File: src/rtl/mc_fetch_unit.sv
`default_nettype none
// ============================================================================
// Module   : mc_fetch_unit
// Purpose  : Fetch/state datapath slice of a multi-cycle processor. Holds the
//            control-state register, PC, IR, MDR and ALUOut registers. It also
//            drives the memory address mux, counts instruction fetches and
//            flags illegal control states with a sticky bit.
// Ports    : clk, rst                  - clock, async active-high reset
//            NS                        - next control state (loaded every edge)
//            PCWr, PCWrCond, Zero      - PC write enables / branch qualifier
//            PCSrc                     - next-PC select
//            IorD                      - memory address select (0=PC,1=ALUOut)
//            IRWr                      - IR load enable (also counts fetches)
//            ALU_Result, Mem_Data      - same-cycle ALU output / memory data
//            S, OP_Code, Funct         - state and decode fields to control
//            PC, Mem_Addr, IR, MDR,
//            ALUOut                    - datapath registers and address
//            InstrCount, StateErr      - fetch counter, sticky illegal-state
// Revision : 1.0 - initial release
// ============================================================================
module mc_fetch_unit #(
    parameter logic [31:0] RESET_PC    = 32'h0000_0000,
    parameter logic [3:0]  MAX_STATE   = 4'd9,
    // Reset value of the fetch counter. Leave at zero in normal use; a
    // non-zero value only exists so the wrap-around can be exercised.
    parameter logic [31:0] COUNT_RESET = 32'h0000_0000
) (
    input  logic        clk,
    input  logic        rst,
    input  logic [3:0]  NS,
    input  logic        PCWr,
    input  logic        PCWrCond,
    input  logic [1:0]  PCSrc,
    input  logic        IorD,
    input  logic        IRWr,
    input  logic        Zero,
    input  logic [31:0] ALU_Result,
    input  logic [31:0] Mem_Data,
    output logic [3:0]  S,
    output logic [5:0]  OP_Code,
    output logic [5:0]  Funct,
    output logic [31:0] PC,
    output logic [31:0] Mem_Addr,
    output logic [31:0] IR,
    output logic [31:0] MDR,
    output logic [31:0] ALUOut,
    output logic [31:0] InstrCount,
    output logic        StateErr
);

    logic [3:0]  r_state;
    logic [31:0] r_pc;
    logic [31:0] r_ir;
    logic [31:0] r_mdr;
    logic [31:0] r_alu_out;
    logic [31:0] r_instr_count;
    logic        r_state_err;

    logic        w_pc_en;
    logic [31:0] w_pc_next;

    // Next-PC selection. PCSrc=11 selects the current PC so an enabled
    // write with that select behaves as a hold.
    always_comb begin
        w_pc_en = PCWr | (PCWrCond & Zero);
        case (PCSrc)
            2'b00:   w_pc_next = ALU_Result;
            2'b01:   w_pc_next = r_alu_out;
            2'b10:   w_pc_next = {r_pc[31:28], r_ir[25:0], 2'b00};
            default: w_pc_next = r_pc;
        endcase
    end

    // Control state: loaded unconditionally, illegal encodings included.
    // The error flag is the only reaction to an out-of-range state.
    always_ff @(posedge clk or posedge rst) begin
        if (rst) begin
            r_state     <= 4'd0;
            r_state_err <= 1'b0;
        end else begin
            r_state <= NS;
            if (NS > MAX_STATE) begin
                r_state_err <= 1'b1;
            end
        end
    end

    always_ff @(posedge clk or posedge rst) begin
        if (rst) begin
            r_pc <= RESET_PC;
        end else if (w_pc_en) begin
            r_pc <= w_pc_next;
        end
    end

    // IR and the fetch counter share IRWr. IR captures Mem_Data that was
    // addressed by the pre-update PC when a PC write occurs in the same cycle.
    always_ff @(posedge clk or posedge rst) begin
        if (rst) begin
            r_ir          <= 32'h0000_0000;
            r_instr_count <= COUNT_RESET;
        end else if (IRWr) begin
            r_ir          <= Mem_Data;
            r_instr_count <= r_instr_count + 32'd1;
        end
    end

    always_ff @(posedge clk or posedge rst) begin
        if (rst) begin
            r_mdr     <= 32'h0000_0000;
            r_alu_out <= 32'h0000_0000;
        end else begin
            r_mdr     <= Mem_Data;
            r_alu_out <= ALU_Result;
        end
    end

    assign S          = r_state;
    assign PC         = r_pc;
    assign IR         = r_ir;
    assign MDR        = r_mdr;
    assign ALUOut     = r_alu_out;
    assign InstrCount = r_instr_count;
    assign StateErr   = r_state_err;
    assign OP_Code    = r_ir[31:26];
    assign Funct      = r_ir[5:0];
    assign Mem_Addr   = IorD ? r_alu_out : r_pc;

endmodule
`default_nettype wire

File: config.mk
export PLATFORM = sky130hd
export DESIGN_NAME = mc_fetch_unit
export DESIGN_NICKNAME = d
export VERILOG_FILES = /design/src/rtl/mc_fetch_unit.sv
export SDC_FILE = /design/constraint.sdc
export NUM_CORES = 1
export LEC_CHECK = 0
export CAP_MARGIN = 20
export CORE_MARGIN = 5
export CORE_UTILIZATION = 25
export CTS_CLUSTER_DIAMETER = 120
export DETAILED_ROUTE_END_ITERATION = 6
export PLACE_DENSITY = 0.57
export SLEW_MARGIN = 20
export SYNTH_ARGS = -nofsm -noshare
export SYNTH_HDL_FRONTEND = slang
export SYNTH_SLANG_ARGS = --single-unit
File: constraint.sdc
create_clock -name clk -period 7 [get_ports clk]
set_input_delay 0.7 -clock clk [delete_from_list [all_inputs] [get_ports clk]]
set_output_delay 0.7 -clock clk [all_outputs]
set_load 0.01 [all_outputs]
==> results of run 1 <==
cells in the final DEF, fill, tap and decap left out, types with 2 or more instances in the layout:
cell type,Yosys,layout
sky130_fd_sc_hd__clkdlybuf4s50_1,0,283
sky130_fd_sc_hd__dfrtp_1,165,165
sky130_fd_sc_hd__mux2_2,65,65
sky130_fd_sc_hd__nand2_1,64,64
sky130_fd_sc_hd__o21ai_0,55,55
sky130_fd_sc_hd__a22oi_1,26,26
sky130_fd_sc_hd__xnor2_1,24,24
sky130_fd_sc_hd__clkbuf_16,0,17
sky130_fd_sc_hd__nand3_1,14,14
sky130_fd_sc_hd__a21oi_1,11,11
sky130_fd_sc_hd__nor2_1,11,11
sky130_fd_sc_hd__nand4_1,8,8
sky130_fd_sc_hd__xor2_1,7,7
sky130_fd_sc_hd__nor2b_1,6,6
sky130_fd_sc_hd__inv_6,0,6
sky130_fd_sc_hd__ha_1,5,4
sky130_fd_sc_hd__buf_4,13,4
sky130_fd_sc_hd__inv_1,4,3
sky130_fd_sc_hd__and4_1,3,3
sky130_fd_sc_hd__nor4_4,3,3
sky130_fd_sc_hd__and3_1,3,3
sky130_fd_sc_hd__clkinv_4,0,3
sky130_fd_sc_hd__and2_1,2,2
sky130_fd_sc_hd__nor3_1,2,2
sky130_fd_sc_hd__nand4_4,2,2
sky130_fd_sc_hd__nor3_2,2,2
sky130_fd_sc_hd__clkinv_2,0,2
sky130_fd_sc_hd__inv_8,0,2
sky130_fd_sc_hd__buf_2,1,2
cell usage after synthesis, drive strengths merged:
cell	n
inv	4
o21ai	55
nor3	4
xor2	7
clkbuf	17
nor4	3
xnor2	24
buf	23
nand2	64
and4	3
and3	4
dfrtp	165
a22oi	26
nand3	14
or2	1
nor2b	6
nor2	11
nand4	10
mux2	65
nand2b	1
ha	5
and2	2
a21oi	11
path summary, 6_finish.rpt:
path,slack [ns],to,startpoint
max,3.95,Mem_Addr[31],IorD
min,0.47,StateErr,StateErr
max reg2reg,5.11,InstrCount[26],InstrCount[0]
min reg2reg,0.47,StateErr,StateErr
max in group asynchronous,4.68,PC[11],rst
min in group asynchronous,0.86,MDR[24],rst
power by group through the flow:
stage	clock (mW)	sequential (mW)	combinational (mW)
4_1_cts	0.962	1.14	0.578
6_report	0.935	1.14	0.566
3_5_place_dp	0	1.16	0.575
2_1_floorplan	0	1.18	0.193
5_1_grt	1.01	1.15	0.612
3_3_place_gp	0	1.16	0.572
registers in the layout, summed over array words and instances, names as in the netlist:
name / cells
PC: 32
StateErr: 1
MDR: 32
ALUOut: 32
IR: 32
InstrCount: 32
S: 4
final cells by class:
| type | instances | area share [%] |
|---|---|---|
| clock buffers | 18 | 4.28 |
| multi-input cells | 316 | 21.9 |
| repair buffers | 289 | 28.0 |
| clock inverters | 14 | 1.36 |
| flip-flops and latches | 165 | 40.2 |
| inverters | 4 | 0.195 |
| well taps | 335 | 4.08 |
cells by family after synthesis:
group	Yosys count	synth area share, %
DFF	165	62.6
and+or+nand+nor	123	9.90
AOI/OAI and AO/OA	92	7.97
muxes	65	11.1
buffers and inverters	44	3.38
xor gates and xnor gates	31	4.12
adders and majority gates	5	0.948
worst max-delay path, cell delays in order:
cell,delay (ns)
sky130_fd_sc_hd__buf_2,0.69
sky130_fd_sc_hd__mux2_2,0.45
sky130_fd_sc_hd__clkdlybuf4s50_1,0.50
routing by layer:
metal	part of all wire, %	track usage (%)	vias up
li1	-	-	2352
met5	0.097	0	-
met2	50	22.8	149
met1	43	17.8	2470
met3	6.1	3.77	14
met4	0.96	3.32	2
stage by stage:
| stage | area (µm²) | cells |
|---|---|---|
| after CTS | 10300 | 1141 |
| after global routing | 10300 | 1141 |
| after global placement | 9690 | 1109 |
| after floorplan | 6600 | 525 |
| final | 10300 | 1141 |
| after detailed placement | 9690 | 1109 |
==> impl_summary.log, run 1 <==
INFO  metric number_of_global_route_vias_before_repair = 5259
INFO  metric area_growth = 55.7%
INFO  metric critical_path.startpoint_type = primary input
INFO  metric drt_first_iter_violations = 290
INFO  metric initial_antenna_violation_count = 1
INFO  metric period_minus_slack = 3.05 ns
INFO  metric worst_hold_path.num_cells = 1
INFO  metric num_rows = 59
INFO  metric ys_top_cells_by_area = sky130_fd_sc_hd__dfrtp_1, sky130_fd_sc_hd__mux2_2, sky130_fd_sc_hd__o21ai_0
INFO  metric yosysTopAreaCellShare = 62.6%
INFO  metric maxCapViolations = 0
INFO  metric post_cts_setup_driven_buffer_insertion_count = 0
INFO  metric routed_wirelength = 20600 µm
INFO  metric final.setup_skew = 0.0147 ns
INFO  metric worst-endpoint-required = 6.30 ns
INFO  metric antenna-diode-count = 0
INFO  metric final.hold.worst_slack = 0.470 ns
INFO  metric globalRoute.totalOverflow = 0
INFO  metric ys_warn_count = 0
INFO  metric combinationalPowerShare = 21.4%
INFO  metric cts.sinks = 165
INFO  metric slew_headroom = 34.3%
INFO  metric final_util = 39.5%
INFO  metric crit_path_max_fanout = 32
INFO  metric postLayoutSetupSlackWorst = 3.95 ns
INFO  metric post_cts_hold_buffer_count = 0
INFO  metric timing.final.setup_violations = 0
INFO  metric post_synth_design_cell_area = 6600 µm²
INFO  metric criticalPathCategory = primary input to output port
INFO  metric grt_start_max_net_pins = 99
INFO  metric final_cycle_share = 43.6%
INFO  metric initial_utilization = 25.4%
INFO  metric share_clk_of_total_power = 35.4%
INFO  metric hold_violations = 0
INFO  metric peakVddDrop = 0.000122 V
INFO  metric cts-resized-gates = 0
INFO  metric placeableCoreArea = 26000 µm²
INFO  metric switching_power = 0.758 mW
INFO  metric worst-endpoint-arrival = 2.35 ns
INFO  metric synth_fp_nets = 607
INFO  metric route.detailed.drc = 0
INFO  metric cts.reportedPaths.clkPinSlew = 0.07 ns
INFO  metric finalWeightedCongestion = 0.732
INFO  metric final_sum_of_negative_setup_slack = 0 ns
INFO  metric hold_path_class = register to register
INFO  metric clock_tree.htree_level_count = 4
INFO  metric route.detailed.wl_per_inst = 18.1 µm
INFO  metric synthesis.instances = 525
INFO  metric post-place-ws = 3.93 ns
INFO  metric dp_hpwl = 14700 µm
INFO  metric report.final.slew_viol_count = 0
INFO  metric numPortBuffers = 285
INFO  metric clock_tree.root_cell = sky130_fd_sc_hd__clkbuf_16
INFO  metric synth-seq-cells = 165
INFO  metric cts_tree = yes
INFO  metric worstSetupEndpointType = output port
INFO  metric seq_area = 4130 µm²
INFO  metric total_routing_usage_reported_by_global_routing = 13.7%
INFO  metric final_nets = 875
INFO  metric grt_setup_unrepaired = no
INFO  metric clk_path_buf_depth = 2
INFO  metric totalPowerFinal = 2.64 mW
INFO  metric dr.pass1.iters = 6
INFO  metric floorplan.die_area = 29700 µm²
INFO  metric ioPinCount = 286
INFO  metric detailroute.via_count = 4987
INFO  metric fmaxAchievable = 328 MHz
INFO  metric via_per_inst = 4.37
INFO  metric latest_clock_arrival_within_the_worst_skew_pair = 0.42 ns
INFO  metric post_route_cells_drive_above_1_share = 14.1%
INFO  metric cts_made_buffers = 17
INFO  metric synth_seq_area_share = 62.6%
INFO  metric dieWidth = 172 µm
INFO  metric die_height = 172 µm
INFO  metric static-leakage-power = 4.27 nW
INFO  metric outcome = complete, no violations
INFO  metric cellPowerDensity = 257 nW/µm²
INFO  metric swShare = 28.7%
INFO  metric seqPwrFrac = 43.1%
INFO  metric post_synth.cell_area_avg = 12.6 µm²
INFO  metric tightest_slew = 0.978 ns
INFO  metric synthDominantAreaCellType = sky130_fd_sc_hd__dfrtp_1
INFO  metric intPower = 1.88 mW
INFO  metric multi_input_area = 2250 µm²
INFO  metric yosysUniqueCellTypes = 29
INFO  metric grt_pass1_wl = 31400 µm
INFO  metric worstRegToRegCells = 5
INFO  metric antenna_left = 0
INFO  metric fillers = 2545
Power figures use the tool's default switching activity.
==> run 2: changes to the inputs <==
- clock period: 7 -> 3.1 ns (I/O delays scaled with it)
==> run 2 against run 1 <==
Net effect: die area unchanged; global-route usage about the same; clock skew decreased by 0.0053 ns.
==> impl_summary.log, run 2 (synthesized netlist as in run 1, its figures left out) <==
INFO  metric global_route.usage.met3 = 3.75% (was 3.77%)
INFO  metric dp_hpwl = 15100 µm (was 14700 µm)
INFO  metric via_per_inst = 4.36 (was 4.37)
INFO  metric seqPwrFrac = 42.1% (was 43.1%)
INFO  metric tightest_slew = 0.913 ns (was 0.978 ns)
INFO  metric swShare = 28.5% (was 28.7%)
INFO  metric total_routing_usage_reported_by_global_routing = 13.7% (about the same)
INFO  metric grt_pass1_wl = 31100 µm (was 31400 µm)
INFO  metric static-leakage-power = 4.33 nW (was 4.27 nW)
INFO  metric outcome = complete, no violations (unchanged)
INFO  metric final_cycle_share = 70.6%
INFO  metric most_used_cells_in_the_layout_excluding_fill_and_tap_cells = sky130_fd_sc_hd__clkdlybuf4s50_1, sky130_fd_sc_hd__dfrtp_1, sky130_fd_sc_hd__mux2_2 (unchanged)
INFO  metric area_growth = 57.7% (was 55.7%)
INFO  metric placeableCoreArea = 26000 µm² (unchanged)
INFO  metric share_clk_of_total_power = 36.7% (was 35.4%)
INFO  metric worst-endpoint-arrival = 1.88 ns (was 2.35 ns)
INFO  metric grt_setup_unrepaired = no (unchanged)
INFO  metric globalRoute.totalOverflow = 0 (unchanged)
INFO  metric met2_usage = 22.7% (was 22.8%)
INFO  metric die_height = 172 µm (unchanged)
INFO  metric crit-reg2reg-launch = InstrCount[0] (unchanged)
INFO  metric post_cts_setup_driven_buffer_insertion_count = 0 (unchanged)
INFO  metric final_sum_of_negative_setup_slack = 0 ns (unchanged)
INFO  metric routed_wirelength = 20600 µm (about the same)
INFO  metric groute.layer.met1.usage = 17.5% (was 17.8%)
INFO  metric floorplan.die_area = 29700 µm² (unchanged)
INFO  metric criticalPathCategory = primary input to output port (unchanged)
INFO  metric layout.cell_area.non_filler = 10400 µm² (was 10300 µm²)
INFO  metric cts_tree = yes (unchanged)
INFO  metric initial_utilization = 25.4% (unchanged)
INFO  metric maxCapViolations = 0 (unchanged)
INFO  metric ioPinCount = 286 (unchanged)
INFO  metric dpl_cell_area = 9790 µm² (was 9690 µm²)
INFO  metric cts.reportedPaths.clkPinSlew = 0.07 ns (about the same)
INFO  metric dr.pass1.iters = 4 (was 6)
INFO  metric numPortBuffers = 285 (unchanged)
INFO  metric critical_path.slowest_cell = sky130_fd_sc_hd__clkdlybuf4s50_1 (was sky130_fd_sc_hd__buf_2)
INFO  metric route.detailed.wl_per_inst = 17.9 µm (was 18.1 µm)
INFO  metric switching_power = 1.74 mW (was 0.758 mW)
INFO  metric fmaxAchievable = 457 MHz
INFO  metric peakVddDrop = 0.000282 V (was 0.000122 V)
INFO  metric critical_path.cell_chain = buf_2 -> buf_4 -> mux2_2 -> clkdlybuf4s50_1 (was buf_2 -> mux2_2 -> clkdlybuf4s50_1)
INFO  metric initial_antenna_violation_count = 0 (was 1)
INFO  metric clk_path_buf_depth = 2 (unchanged)
INFO  metric slew_headroom = 39.2% (was 34.3%)
INFO  metric cts.sinks = 165 (unchanged)
INFO  metric finalWeightedCongestion = 0.719 (was 0.732)
INFO  metric clock_tree.htree_level_count = 4 (unchanged)
INFO  metric intPower = 4.36 mW (was 1.88 mW)
INFO  metric worstSetupEndpointType = output port (unchanged)
INFO  metric dieWidth = 172 µm (unchanged)
INFO  metric hold_violations = 0 (unchanged)
INFO  metric timing.critical_path.slowest_cell_delay = 0.48 ns (was 0.69 ns)
INFO  metric route.detailed.drc = 0 (unchanged)
INFO  metric critical_path.startpoint_type = primary input (unchanged)
INFO  metric post_route_cells_drive_above_1_share = 14.9% (was 14.1%)
INFO  metric grt_busiest_layer = met2 (unchanged)
INFO  metric num_rows = 59 (unchanged)
INFO  metric worst-endpoint-required = 2.79 ns (was 6.30 ns)
INFO  metric final.setup_skew = 0.00942 ns (was 0.0147 ns)
INFO  metric seq_area = 4130 µm² (unchanged)
INFO  metric crit_start = IorD (unchanged)
INFO  metric latest_clock_arrival_within_the_worst_skew_pair = 0.42 ns (about the same)
INFO  metric timing.final.setup_violations = 0 (unchanged)
INFO  metric antenna_left = 0 (unchanged)
INFO  metric cts-resized-gates = 0 (unchanged)
INFO  metric report.final.slew_viol_count = 0 (unchanged)
INFO  metric combinationalPowerShare = 21.2% (was 21.4%)
INFO  metric cellPowerDensity = 586 nW/µm² (was 257 nW/µm²)
INFO  metric multi_input_area = 2250 µm² (unchanged)
INFO  metric post_cts_hold_buffer_count = 0 (unchanged)
INFO  metric fillers = 2535 (was 2545)
INFO  metric clock_tree.root_cell = sky130_fd_sc_hd__clkbuf_16 (unchanged)
INFO  metric drt_first_iter_violations = 288 (was 290)
INFO  metric period_minus_slack = 2.19 ns
INFO  metric number_of_global_route_vias_before_repair = 5242 (was 5259)
INFO  metric hold_path_class = primary input to async pin (was register to register)
INFO  metric antenna-diode-count = 0 (unchanged)
INFO  metric detailroute.via_count = 5009 (was 4987)
INFO  metric final_nets = 882 (was 875)
INFO  metric grt_start_max_net_pins = 57 (was 99)
INFO  metric layout_commonest_cell = sky130_fd_sc_hd__clkdlybuf4s50_1 (unchanged)
INFO  metric cts_made_buffers = 17 (unchanged)
INFO  metric crit_path_max_fanout = 18 (was 32)
run 2: cell types whose count changed in the layout (fill, tap and decap cells not counted):
cell	before	now
sky130_fd_sc_hd__inv_6	6	7
sky130_fd_sc_hd__buf_12	0	4
sky130_fd_sc_hd__buf_4	4	7
sky130_fd_sc_hd__bufinv_16	1	2
sky130_fd_sc_hd__clkinv_4	3	1
sky130_fd_sc_hd__inv_8	2	4
sky130_fd_sc_hd__clkinv_2	2	0
run 2: path summary, 6_finish.rpt:
path	slack [ns]	cells after the start	endpoint
max in group asynchronous	2.08	3	IR[14]
min in group clk	0.33	1	S[0]
setup / recovery	0.91	4	Mem_Addr[7]
setup reg to reg	1.31	5	InstrCount[24]
hold reg to reg	0.47	1	StateErr
hold / removal	0.32	2	MDR[31]
run 2: critical path: cells and delay by family:
| family | cells | cell delay (ns) |
|---|---|---|
| mux | 1 | 0.35 |
| buf+inv | 3 | 1.20 |
run 2: layout make-up:
type                       instances  area share (%)
clock buffer                      18            4.22
clock inverter                    14            1.68
inverter                           4           0.180
multi-input combinational        316            21.6
sequential                       165            39.7
tap                              335            4.03
timing repair buffer             296            28.6
run 2: power by group through the flow:
stage	registers, mW	logic (mW)	clock network, mW
after global placement	2.61	1.31	0
after global routing	2.61	1.40	2.40
after CTS	2.58	1.32	2.32
after floorplan	2.66	0.437	0
after detailed placement	2.61	1.32	0
final	2.57	1.29	2.24
run 2: per-stage QoR:
stage	util, %	setup WS [ns]	instances	hold WS (ns)	power [mW]
finish	40.0	0.911	1148	0.322	6.10
global route	40.0	0.808	1148	0.307	6.41
CTS	40.0	0.850	1148	0.303	6.22
detailed placement	37.7	0.784	1116	0.452	3.93
global placement	37.7	0.855	1116	0.455	3.92
floorplan	-	0.691	525	0.341	3.09
run 2: per-layer routing:
layer	wire (µm)	part of all wire [%]
met2	10200	50
met4	231	1.1
met3	1340	6.5
met1	8780	43
met5	0	0
==> run 3: changes to the inputs <==
- PLACE_DENSITY: 0.57 -> 0.59
- clock period: 3.1 -> 1.8 ns (I/O delays scaled with it)
==> run 3 against run 2 <==
Net effect: cell area increased by 1.1%; count of clock-buffer cells in the layout increased by 1; cell count increased by 1.0%; global-route usage decreased by 0.18 points; clock power increased by 55%; first-iteration DRC count decreased by 18%; die area unchanged; sequential power increased by 72%; worst setup slack got worse by 0.86 ns; critical path depth decreased by 2; critical path type is now register to output port; critical endpoint is now Mem_Addr[16]; largest power group unchanged.
==> impl_summary.log, run 3 (synthesized netlist as in run 1, its figures left out) <==
INFO  metric antenna_left = 0 (unchanged)
INFO  metric post-place-ws = -0.0573 ns (was 0.784 ns)
INFO  metric cts.sinks = 165 (unchanged)
INFO  metric placeableCoreArea = 26000 µm² (unchanged)
INFO  metric groute.layer.met1.usage = 17.5% (about the same)
INFO  metric post_route_cells_drive_above_1_share = 16.0% (was 14.9%)
INFO  metric slew_headroom = 67.9% (was 39.2%)
INFO  metric route.detailed.wl_per_inst = 17.8 µm (was 17.9 µm)
INFO  metric layout.cell_area.non_filler = 10500 µm² (was 10400 µm²)
INFO  metric outcome = complete, no violations (unchanged)
INFO  metric antenna-diode-count = 0 (unchanged)
INFO  metric num_rows = 59 (unchanged)
INFO  metric grt_start_max_net_pins = 69 (was 57)
INFO  metric maxCapViolations = 0 (unchanged)
INFO  metric crit_path_max_fanout = 3 (was 18)
INFO  metric tightest_slew = 0.481 ns (was 0.913 ns)
INFO  metric die_height = 172 µm (unchanged)
INFO  metric via_per_inst = 4.33 (was 4.36)
INFO  metric cts_tree = yes (unchanged)
INFO  metric floorplan.die_area = 29700 µm² (unchanged)
INFO  metric met2_usage = 22.0% (was 22.7%)
INFO  metric criticalPathCategory = register to output port (was primary input to output port)
INFO  metric report.final.slew_viol_count = 0 (unchanged)
INFO  metric final_sum_of_negative_setup_slack = 0 ns (unchanged)
INFO  metric most_used_cells_in_the_layout_excluding_fill_and_tap_cells = sky130_fd_sc_hd__clkdlybuf4s50_1, sky130_fd_sc_hd__dfrtp_1, sky130_fd_sc_hd__mux2_2 (unchanged)
INFO  metric final_cycle_share = 97.3%
INFO  metric multi_input_area = 2250 µm² (unchanged)
INFO  metric drt_first_iter_violations = 235 (was 288)
INFO  metric area_growth = 59.5% (was 57.7%)
INFO  metric layout_commonest_cell = sky130_fd_sc_hd__clkdlybuf4s50_1 (unchanged)
INFO  metric postLayoutSetupSlackWorst = 0.0492 ns (was 0.911 ns)
INFO  metric post_cts_hold_buffer_count = 0 (unchanged)
INFO  metric finalWeightedCongestion = 0.760 (was 0.719)
INFO  metric initial_utilization = 25.4% (unchanged)
INFO  metric final.setup_skew = 0.00906 ns (was 0.00942 ns)
INFO  metric fmaxAchievable = 571 MHz
INFO  metric worstSetupEndpointType = output port (unchanged)
INFO  metric total_routing_usage_reported_by_global_routing = 13.5% (was 13.7%)
INFO  metric layoutNonFillerInstCount = 1160 (was 1148)
INFO  metric dp_hpwl = 15000 µm (was 15100 µm)
INFO  metric grt_setup_unrepaired = no (unchanged)
INFO  metric worst-endpoint-arrival = 1.57 ns (was 1.88 ns)
INFO  metric period_minus_slack = 1.75 ns
INFO  metric number_of_global_route_vias_before_repair = 5197 (was 5242)
INFO  metric clock_tree.root_cell = sky130_fd_sc_hd__clkbuf_16 (unchanged)
INFO  metric clock_tree.htree_level_count = 4 (unchanged)
INFO  metric routed_wirelength = 20600 µm (about the same)
INFO  metric cts_made_buffers = 17 (unchanged)
INFO  metric dr.pass1.iters = 4 (unchanged)
INFO  metric ioPinCount = 286 (unchanged)
INFO  metric clk_path_buf_depth = 2 (unchanged)
INFO  metric latest_clock_arrival_within_the_worst_skew_pair = 0.42 ns (about the same)
INFO  metric globalRoute.totalOverflow = 0 (unchanged)
INFO  metric route.detailed.drc = 0 (unchanged)
INFO  metric fillers = 2485 (was 2535)
INFO  metric worst-endpoint-required = 1.62 ns (was 2.79 ns)
INFO  metric grt_busiest_layer = met2 (unchanged)
INFO  metric grt_pass1_wl = 30900 µm (was 31100 µm)
INFO  metric timing.final.setup_violations = 0 (unchanged)
INFO  metric numPortBuffers = 285 (unchanged)
INFO  metric hold_violations = 0 (unchanged)
INFO  metric global_route.usage.met3 = 3.64% (was 3.75%)
INFO  metric detailroute.via_count = 5017 (was 5009)
INFO  metric numPlacedInstances = 1124 (was 1116)
INFO  metric dpl_cell_area = 9890 µm² (was 9790 µm²)
INFO  metric initial_antenna_violation_count = 0 (unchanged)
INFO  metric hold_path_class = primary input to register (was primary input to async pin)
INFO  metric cts.reportedPaths.clkPinSlew = 0.07 ns (about the same)
INFO  metric peakVddDrop = 0.000470 V (was 0.000282 V)
INFO  metric static-leakage-power = 4.61 nW (was 4.33 nW)
INFO  metric seq_area = 4130 µm² (unchanged)
INFO  metric cellPowerDensity = 963 nW/µm² (was 586 nW/µm²)
INFO  metric final_nets = 894 (was 882)
INFO  metric critical_path.startpoint_type = register (was primary input)
INFO  metric dieWidth = 172 µm (unchanged)
==> run 3: area by class of cell <==
cell class | count | share of cell area, %
flip-flops and latches | 165 | 39.2
clock buffers | 19 | 4.21
multi-input cells | 316 | 21.4
repair buffers | 308 | 29.9
inverters | 4 | 0.178
well taps | 335 | 3.98
clock inverters | 13 | 1.09
==> run 3: path summary, 6_finish.rpt <==
| path | slack, ns | to | startpoint | depth (start not counted) |
|---|---|---|---|---|
| max | 0.05 | Mem_Addr[16] | ALUOut[16] | 2 |
| min | 0.21 | S[0] | NS[0] | 1 |
| max reg2reg | 0.22 | InstrCount[27] | InstrCount[9] | 5 |
| min reg2reg | 0.47 | StateErr | StateErr | 1 |
| max in group asynchronous | 1.14 | InstrCount[13] | rst | 3 |
| min in group asynchronous | 0.22 | IR[1] | rst | 3 |
==> run 3: repair_timing <==
action / in CTS / in global routing
resized for setup: 7 / 22
setup endpoints to repair: 9 / 22
buffers inserted: 3 / 1
==> run 3: report_power, final <==
group          internal [mW]  switching [mW]  total, mW
combinational           1.29           0.939       2.23
sequential              4.06           0.364       4.43
clock                   1.85            1.62       3.48
total                   7.21            2.93       10.1
==> run 3: per-stage QoR <==
step                      hold WS, ns  total power [mW]  utilization (%)
after floorplan                 0.211              5.33                -
after global placement          0.451              6.78             38.0
after detailed placement        0.451              6.79             38.0
after CTS                       0.189              10.4             40.2
after global routing            0.193              10.7             40.5
final                           0.211              10.1             40.5
==> run 3: critical path, stage by stage (launching register included) <==
cell                              delay, ns
sky130_fd_sc_hd__dfrtp_1               0.41
sky130_fd_sc_hd__mux2_2                0.27
sky130_fd_sc_hd__clkdlybuf4s50_1       0.48
==> run 3: per-layer routing <==
metal / vias to the layer above / part of all wire [%]
li1: 2390 / -
met1: 2445 / 42
met2: 164 / 50
met3: 18 / 6.5
met4: 0 / 1.5
met5: - / 0
